File: src/rtl/pipe_pkg.sv
// Shared constants and beat type for the elastic pipeline register chain.
package pipe_pkg;

    localparam int unsigned PIPE_DEF_WIDTH = 32;
    localparam int unsigned PIPE_DEF_DEPTH = 2;
    localparam int unsigned STALL_CNT_W    = 16;

    // Valid-tagged payload for users with a fixed default width
    typedef struct packed {
        logic                      valid;
        logic [PIPE_DEF_WIDTH-1:0] data;
    } pipe_beat_t;

endpackage

File: src/rtl/pipe_stage.sv
// One elastic stage: valid bit plus payload register, loads when empty or draining.
module pipe_stage
    import pipe_pkg::*;
#(
    parameter int unsigned WIDTH = PIPE_DEF_WIDTH
) (
    input  logic             clk,
    input  logic             clr,
    input  logic             flush,
    input  logic             src_valid,
    input  logic [WIDTH-1:0] src_data,
    input  logic             dst_ready,
    output logic             stg_valid,
    output logic [WIDTH-1:0] stg_data
);

    logic             w_rdy;
    logic             r_valid;
    logic [WIDTH-1:0] r_data;

    assign w_rdy = !r_valid || dst_ready;

    // Payload only loads on a valid source so stale data is never overwritten by bubbles
    always_ff @(posedge clk) begin
        if (clr) begin
            r_valid <= 1'b0;
            r_data  <= '0;
        end else if (flush) begin
            r_valid <= 1'b0;
        end else if (w_rdy) begin
            r_valid <= src_valid;
            if (src_valid) begin
                r_data <= src_data;
            end
        end
    end

    assign stg_valid = r_valid;
    assign stg_data  = r_data;

endmodule

File: src/rtl/pipe_reg_sync.sv
// DEPTH-stage valid/ready register chain with sync clear and flush.
// Optional PIPE_REG_STALL_CNT_EN adds a saturating output-stall counter.
module pipe_reg_sync
    import pipe_pkg::*;
#(
    parameter int unsigned WIDTH = PIPE_DEF_WIDTH,
    parameter int unsigned DEPTH = PIPE_DEF_DEPTH
) (
    input  logic                   clk,
    input  logic                   clr,
    input  logic                   flush,
    input  logic                   in_valid,
    output logic                   in_ready,
    input  logic [WIDTH-1:0]       in_data,
    output logic                   out_valid,
    input  logic                   out_ready,
    output logic [WIDTH-1:0]       out_data
`ifdef PIPE_REG_STALL_CNT_EN
    ,
    output logic [STALL_CNT_W-1:0] stall_cnt
`endif
);

    if (DEPTH < 1) begin : g_bad_depth
        $error("pipe_reg_sync: DEPTH must be at least 1");
    end

    logic [DEPTH-1:0] w_valid;
    logic [WIDTH-1:0] w_data [DEPTH];
    logic [DEPTH-1:0] w_rdy;
    logic [DEPTH-1:0] w_dst_rdy;
    logic             w_acc;

    // Ready ripples combinationally from the output back to stage 0
    always_comb begin
        w_acc     = out_ready;
        w_rdy     = '0;
        w_dst_rdy = '0;
        for (int k = int'(DEPTH) - 1; k >= 0; k--) begin
            w_dst_rdy[k] = w_acc;
            w_rdy[k]     = !w_valid[k] || w_acc;
            w_acc        = w_rdy[k];
        end
    end

    for (genvar k = 0; k < DEPTH; k++) begin : g_stage
        logic             w_src_valid;
        logic [WIDTH-1:0] w_src_data;

        if (k == 0) begin : g_head
            assign w_src_valid = in_valid;
            assign w_src_data  = in_data;
        end else begin : g_body
            assign w_src_valid = w_valid[k-1];
            assign w_src_data  = w_data[k-1];
        end

        pipe_stage #(
            .WIDTH (WIDTH)
        ) u_stage (
            .clk       (clk),
            .clr       (clr),
            .flush     (flush),
            .src_valid (w_src_valid),
            .src_data  (w_src_data),
            .dst_ready (w_dst_rdy[k]),
            .stg_valid (w_valid[k]),
            .stg_data  (w_data[k])
        );
    end

    assign in_ready  = w_rdy[0] && !flush;
    assign out_valid = w_valid[DEPTH-1];
    assign out_data  = w_data[DEPTH-1];

`ifdef PIPE_REG_STALL_CNT_EN
    logic [STALL_CNT_W-1:0] r_stall_cnt;

    // Counts cycles the output is held by downstream; survives flush
    always_ff @(posedge clk) begin
        if (clr) begin
            r_stall_cnt <= '0;
        end else if (out_valid && !out_ready && (r_stall_cnt != '1)) begin
            r_stall_cnt <= r_stall_cnt + STALL_CNT_W'(1);
        end
    end

    assign stall_cnt = r_stall_cnt;
`endif

endmodule

File: config.mk
export PLATFORM = sky130hd
export DESIGN_NAME = pipe_reg_sync
export DESIGN_NICKNAME = d
export VERILOG_FILES = /design/src/rtl/pipe_pkg.sv /design/src/rtl/pipe_stage.sv /design/src/rtl/pipe_reg_sync.sv
export SDC_FILE = /design/constraint.sdc
export NUM_CORES = 1
export LEC_CHECK = 0
export ABC_CLOCK_PERIOD_IN_PS = 1400
export CAP_MARGIN = 10
export CORE_MARGIN = 2
export CORE_UTILIZATION = 44
export DETAILED_ROUTE_END_ITERATION = 10
export PLACE_DENSITY = 0.76
export SLEW_MARGIN = 20
export SYNTH_ARGS = -nofsm -noshare
export SYNTH_HDL_FRONTEND = slang
export SYNTH_SLANG_ARGS = --single-unit
File: constraint.sdc
create_clock -name clk -period 1.4 [get_ports clk]
set_clock_uncertainty 0.2 [all_clocks]
set_input_delay 0.28 -clock clk [delete_from_list [all_inputs] [get_ports clk]]
set_output_delay 0.28 -clock clk [all_outputs]
set_load 0.02 [all_outputs]
==> results of run 1 <==
[logic make-up (layout without fill, tap and decap cells)]
kind of cell	after synthesis	in the layout	synth area share (%)
DFF	66	66	47.4
muxes	32	32	11.5
and+or+nand+nor	104	104	21.8
AOI/OAI and AO/OA	67	67	12.4
buffers and inverters	28	123	6.83
[through the flow]
| stage | instances | util, % |
|---|---|---|
| 6_report | 467 | 70.7 |
| 5_1_grt | 467 | 70.7 |
| 4_1_cts | 463 | 66.0 |
| 3_5_place_dp | 431 | 59.5 |
| 3_3_place_gp | 431 | 59.5 |
| 2_1_floorplan | 297 | - |
[per-layer routing]
layer  vias up  GRT usage [%]  routed length, microns
met5         -              0                       0
met4         0           8.94                     161
met3        11           4.25                     421
met2        91           33.8                    3940
met1      1168           25.9                    3360
li1       1201              -                       -
[how the worst max path moves through the flow]
stage | from | to | slack [ns] | depth (start not counted)
final | g_stage[1].u_stage.stg_valid$_SDFFE_PP0P_ | g_stage[1].u_stage.stg_valid$_SDFFE_PP0P_ | -0.24 | 7
after global routing | g_stage[1].u_stage.stg_valid$_SDFFE_PP0P_ | g_stage[1].u_stage.stg_valid$_SDFFE_PP0P_ | -0.26 | 7
after CTS | g_stage[1].u_stage.stg_valid$_SDFFE_PP0P_ | g_stage[0].u_stage.stg_data[11]$_SDFFE_PP0P_ | -0.19 | 7
after detailed placement | out_ready | in_ready | -0.72 | 4
after global placement | out_ready | in_ready | -0.74 | 4
after floorplan | g_stage[1].u_stage.stg_valid$_SDFFE_PP0P_ | g_stage[0].u_stage.stg_data[10]$_SDFFE_PP0P_ | -0.07 | 5
[cell usage after synthesis, drive strengths merged]
cell type,n,area share [%]
nor3,2,0.36
a21oi,35,6.7
o21ai,32,5.8
dfxtp,66,47
or2b,1,0.27
nand2b,66,15
nor2,1,0.13
mux2i,32,12
nand3,32,5.8
clkbuf,16,2.2
nor2b,2,0.45
buf,12,4.7
[where the power goes]
| group | leakage (nW) | internal [W] | switching, W |
|---|---|---|---|
| sequential | 0.538 | 0.00193 | 0.0000392 |
| clock | 0.0987 | 0.000783 | 0.000721 |
| combinational | 0.948 | 0.000262 | 0.000194 |
| total | 1.58 | 0.00297 | 0.000954 |
[area by class of cell]
cell class	count	area [sq um]	share of cell area (%)
clock buffer	12	165	3.88
clock inverter	4	23.8	0.558
multi-input combinational	203	1560	36.6
sequential	66	1330	31.2
tap	75	93.8	2.20
timing repair buffer	107	1090	25.6
[timing repair]
action	in CTS	in global routing
setup buffers	10	5
endpoints found under the setup margin	100	71
cloned	6	3
pin swaps	9	32
hold buffers	0	0
gates resized for setup	176	65
[registers in the layout, indices dropped and copies added, names as in the netlist]
| signal | count |
|---|---|
| g_stage.u_stage.stg_data | 64 |
| g_stage.u_stage.stg_valid | 2 |
[worst register-to-register path: cells and delay by family, from the launching register on]
kind / cells / cell delay, ns
flip-flops: 1 / 0.35
AND/OR/NAND/NOR: 3 / 0.47
buffers and inverters: 4 / 0.51
==> summary.md, run 1 <==
| Metric | Value |
|---|---|
| CP max FO | `8` |
| Die Area | `between 6000 and 7000 sq um` |
| Total GRT Usage | `a little over 20%` |
| Fill cells | `445` |
| Setup crit start kind | `register` |
| DP Area | `around 3600 sq um` |
| Core Region | `6030 sq um` |
| R2R Setup Slk | `-0.24 ns` |
| Syn avg cell area | `approximately 9.4 sq um` |
| Initial Util | `46.2%` |
| Via density | `around 5.3` |
| RSZ-0062 raised after global routing | `true` |
| CTS Buf Count | `9` |
| Post-Route WL | `between 7000 and 8000 microns` |
| Hold Path Class | `in2reg` |
| Drt pass-1 iters | `4` |
| Max cap viols | `0` |
| Delay-heaviest family, CP | `buffers and inverters` |
| H-tree levels | `3` |
| Critical path required time | `about 1.4 ns` |
| Max Root-Sink Buffers | `2` |
| Reg2reg start | `g_stage[1].u_stage.stg_valid$_SDFFE_PP0P_` |
| Nets | `between 400 and 500` |
| Final Power | `a little under 0.004 W` |
| Hold Vio Cnt, Final | `0` |
| N_diodes | `0` |
| Final setup margin | `-0.237 ns` |
| Final Max Slew Viols | `0` |
| Clock-pin slew on the worst setup and hold paths | `roughly 0.080 ns` |
| Largest net degree at the start of global routing | `46` |
| P_leak | `roughly 1.6 nW` |
| Final setup vio count | `68` |
| PortBufs | `70` |
| Beginning of the worst hold path | `clr` |
| Post-DP HPWL | `3980 microns` |
| Layout cells sized above 1 | `34.4%` |
| Most frequent cells in the layout | `nand2b_1, dfxtp_1, clkdlybuf4s50_1, mux2i_1, buf_2` |
| Final RePlAce weighted congestion | `a little over 0.7` |
| Die Width | `between 80 and 90 microns` |
| Post-Syn Nets | `about 330` |
| Hold slack | `0.189 ns` |
| Crit Path Class | `reg2reg` |
| Worst slack, placed | `-0.721 ns` |
| Post-Synthesis Cells | `between 200 and 300` |
| Achievable frequency | `611 MHz` |
| Hold Crit Depth | `3` |
| Iter 0 DRT Violations | `approximately 110` |
| Outcome | `finished, violations left` |
| Worst slew margin | `81.4%` |
| Worst Path Arrival | `~1.7 ns` |
| Final ANT Viol Nets | `0` |
| CTS tree | `yes` |
| Worst slew pin tran | `0.277 ns` |
| RR Endpoint | `g_stage[1].u_stage.stg_valid$_SDFFE_PP0P_` |
| Final period util | `117%` |
| Synthesis Warnings | `0` |
| Most common cell after layout, fill and taps aside | `nand2b_1` |
| Chip height | `roughly 84 microns` |
| First-pass GRT wire length | `about 11000 microns` |
| Buf/Inv on CP | `4` |
| Worst-skew pair later-pin latency | `roughly 0.33 ns` |
| Power per Cell Area | `just over 900 nW/um^2` |
| Post-synthesis cell area | `~2800 sq um` |
| Global route overflow | `0` |
| Crit end category | `register` |
| Hold Path Sink | `g_stage[1].u_stage.stg_data[23]$_SDFFE_PP0P_` |
| Flops & latches, synth | `66` |
| CTS Root Cell | `clkbuf_8` |
| Slowest cell on crit path | `dfxtp_4` |
| Post-route DRC | `0` |
| Rows | `28` |
| Wirelength per Cell | `16.9 microns` |
| Cell variety after synth | `16` |
| Vias in the first global route | `about 2.3k` |
| Crit-path max cell delay | `0.35 ns` |
| Final Cell Area | `~4300 sq um` |
| Vias | `2471` |
| Layout Area Growth over Synthesis | `52.9%` |
| Initial antenna violation count | `0` |
| Worst Reg-to-Reg Cells | `7` |
| Max VDD drop | `756 uV` |
| Register area share after synthesis | `between 40% and 50%` |
| Fin Setup TNS | `-7.60 ns` |
| Critical-path cell list | `nor2b_4, buf_4, buf_6, buf_8, buf_16, nor2_1, nor3_1` |
| Final worst path period need | `about 1.6 ns` |
| I/O Pins | `71` |
| Failing checks | `negative setup slack` |
| Num Clock Sinks | `66` |
Power figures use the tool's default switching activity.
==> run 2: changes to the inputs <==
Settings changed: CORE_UTILIZATION 44 to 43, PLACE_DENSITY 0.76 to 0.74.
==> summary.md, run 2 (synthesized netlist as in run 1, its figures left out) <==
| Metric | Value |
|---|---|
| Drt pass-1 iters | `4 (unchanged)` |
| CTS Root Cell | `clkbuf_8 (unchanged)` |
| Nets | `410 (was 424)` |
| Switching pwr | `0.000906 W (was 0.000954 W)` |
| Chip height | `84.5 microns (was 83.6 microns)` |
| Layout Area Growth over Synthesis | `50.0% (was 52.9%)` |
| P_leak | `1.50 nW (was 1.58 nW)` |
| Final RePlAce weighted congestion | `0.678 (was 0.714)` |
| Clock share of power | `36.2% (was 38.3%)` |
| Vias in the first global route | `2290 (was 2331)` |
| Failing checks | `negative setup slack (unchanged)` |
| Initial antenna violation count | `0 (unchanged)` |
| Busiest grt layer | `met2 (unchanged)` |
| Internal power | `0.00286 W (was 0.00297 W)` |
| Iter 0 DRT Violations | `82 (was 114)` |
| N_diodes | `0 (unchanged)` |
| Post-route DRC | `0 (unchanged)` |
| Final period util | `112% (was 117%)` |
| Final setup margin | `-0.172 ns (was -0.237 ns)` |
| Achievable frequency | `636 MHz (was 611 MHz)` |
| Final worst path period need | `1.57 ns (was 1.64 ns)` |
| CTS tree | `yes (unchanged)` |
| Outcome | `finished, violations left (unchanged)` |
| Switching share of power | `24.1% (was 24.3%)` |
| Max VDD drop | `580 uV (was 756 uV)` |
| Reg2reg start | `g_stage[1].u_stage.stg_valid$_SDFFE_PP0P_ (unchanged)` |
| Worst slew pin tran | `0.271 ns (was 0.277 ns)` |
| Hold Vio Cnt, Final | `0 (unchanged)` |
| Max Root-Sink Buffers | `2 (unchanged)` |
| Largest net degree at the start of global routing | `61 (was 46)` |
| Seq pwr share | `52.5% (was 50.1%)` |
| RSZ-0062 raised after global routing | `true (unchanged)` |
| Met3 usage | `4.33% (was 4.25%)` |
| Worst Path Arrival | `1.09 ns (was 1.67 ns)` |
| Most frequent cells in the layout | `nand2b_1, dfxtp_1, buf_2, clkdlybuf4s50_1, mux2i_1 (was nand2b_1, dfxtp_1, clkdlybuf4s50_1, mux2i_1, buf_2)` |
| Final Instance Count excl. Fillers | `455 (was 467)` |
| Via density | `5.19 (was 5.29)` |
| Vias | `2363 (was 2471)` |
| Comb power frac | `11.3% (was 11.6%)` |
| Max reg flops | `64 (unchanged)` |
| Die Width | `84.5 microns (was 83.6 microns)` |
| Crit Path Class | `reg2out (was reg2reg)` |
| Die Area | `7140 sq um (was 6980 sq um)` |
| Setup crit start kind | `register (unchanged)` |
| Hold slack | `0.170 ns (was 0.189 ns)` |
| Core Region | `6310 sq um (was 6030 sq um)` |
| CTS Buf Count | `9 (unchanged)` |
| Met1 Resource Use GR | `27.1% (was 25.9%)` |
| Hold buffer count at CTS | `0 (unchanged)` |
| Num Clock Sinks | `66 (unchanged)` |
| Fill cells | `525 (was 445)` |
| Power per Cell Area | `900 nW/um^2 (was 922 nW/um^2)` |
| Most common cell after layout, fill and taps aside | `nand2b_1 (unchanged)` |
| Rows | `29 (was 28)` |
| Max cap viols | `0 (unchanged)` |
| Post-DP HPWL | `3700 microns (was 3980 microns)` |
| Met2 usage | `34.1% (was 33.8%)` |
| Final setup vio count | `66 (was 68)` |
| PortBufs | `70 (unchanged)` |
| First-pass GRT wire length | `11500 microns (was 11400 microns)` |
| Initial Util | `44.1% (was 46.2%)` |
| Hold Path Class | `in2reg (unchanged)` |
| Crit end category | `output port (was register)` |
| Worst-skew pair later-pin latency | `0.33 ns (about the same)` |
| Post-Route WL | `7420 microns (was 7880 microns)` |
| Final Cell Area | `4180 sq um (was 4260 sq um)` |
| Clock-pin slew on the worst setup and hold paths | `0.07 ns (was 0.08 ns)` |
| Critical path required time | `0.92 ns (was 1.43 ns)` |
| Global route overflow | `0 (unchanged)` |
| Wirelength per Cell | `16.3 microns (was 16.9 microns)` |
| DP Area | `3580 sq um (was 3590 sq um)` |
| Layout cells sized above 1 | `36.0% (was 34.4%)` |
| CP max FO | `3 (was 8)` |
| Beginning of the worst hold path | `clr (unchanged)` |
| Final Max Slew Viols | `0 (unchanged)` |
| Final ANT Viol Nets | `0 (unchanged)` |
| Placed cells | `427 (was 431)` |
| Total GRT Usage | `20.7% (was 20.5%)` |
| H-tree levels | `3 (unchanged)` |
| Worst slew margin | `81.7% (was 81.4%)` |
| I/O Pins | `71 (unchanged)` |
| Critical path startpoint | `g_stage[1].u_stage.stg_valid$_SDFFE_PP0P_ (unchanged)` |
## run 2: stage by stage
step / setup slack [ns] / power, W / utilization, % / setup TNS [ns]
final: -0.172 / 0.00376 / 66.2 / -6.47
after global routing: -0.201 / 0.00391 / 66.2 / -8.88
after CTS: -0.171 / 0.00378 / 64.3 / -7.23
after detailed placement: -0.677 / 0.00238 / 56.7 / -36.94
after global placement: -0.675 / 0.00237 / 56.7 / -35.37
after floorplan: -0.0692 / 0.00221 / - / -2.13
## run 2: power groups by stage
stage          combinational (W)  clock, W  sequential (W)
2_1_floorplan           0.000203         0         0.00200
3_3_place_gp            0.000371         0         0.00200
3_5_place_dp            0.000376         0         0.00200
4_1_cts                 0.000424   0.00139         0.00197
5_1_grt                 0.000454   0.00148         0.00198
6_report                0.000425   0.00136         0.00197
## run 2: final timing paths
kind | to | slack (ns) | depth (start not counted)
hold reg to reg | g_stage[1].u_stage.stg_data[28]$_SDFFE_PP0P_ | 0.26 | 2
setup / recovery | in_ready | -0.17 | 3
setup reg to reg | g_stage[1].u_stage.stg_data[9]$_SDFFE_PP0P_ | -0.17 | 7
hold / removal | g_stage[1].u_stage.stg_data[24]$_SDFFE_PP0P_ | 0.17 | 3
## run 2: repair_timing
action	in CTS	in global routing
pin swaps	12	18
setup endpoints to repair	100	66
gates cloned	6	2
resized for setup	200	37
buffers inserted	8	1
## run 2: routing by layer
layer / share of wire, % / vias up
li1: - / 1165
met1: 46 / 1133
met2: 49 / 55
met3: 3.9 / 10
met4: 1.3 / 0
met5: 0 / -
## run 2: worst max-delay path, stage by stage, from the launching register on
cell and delay, ns:
dfxtp_4 0.35, nor2b_4 0.21, a21oi_4 0.07, buf_6 0.13
## run 2: layout make-up
type / count / area (sq um) / share of cell area [%]
Multi-Input combinational cell: 203 / 1630 / 39.0
Tap cell: 77 / 96.3 / 2.31
Timing Repair Buffer: 93 / 962 / 23.0
Clock inverter: 3 / 15.0 / 0.359
Sequential cell: 66 / 1330 / 31.7
Clock buffer: 13 / 149 / 3.56
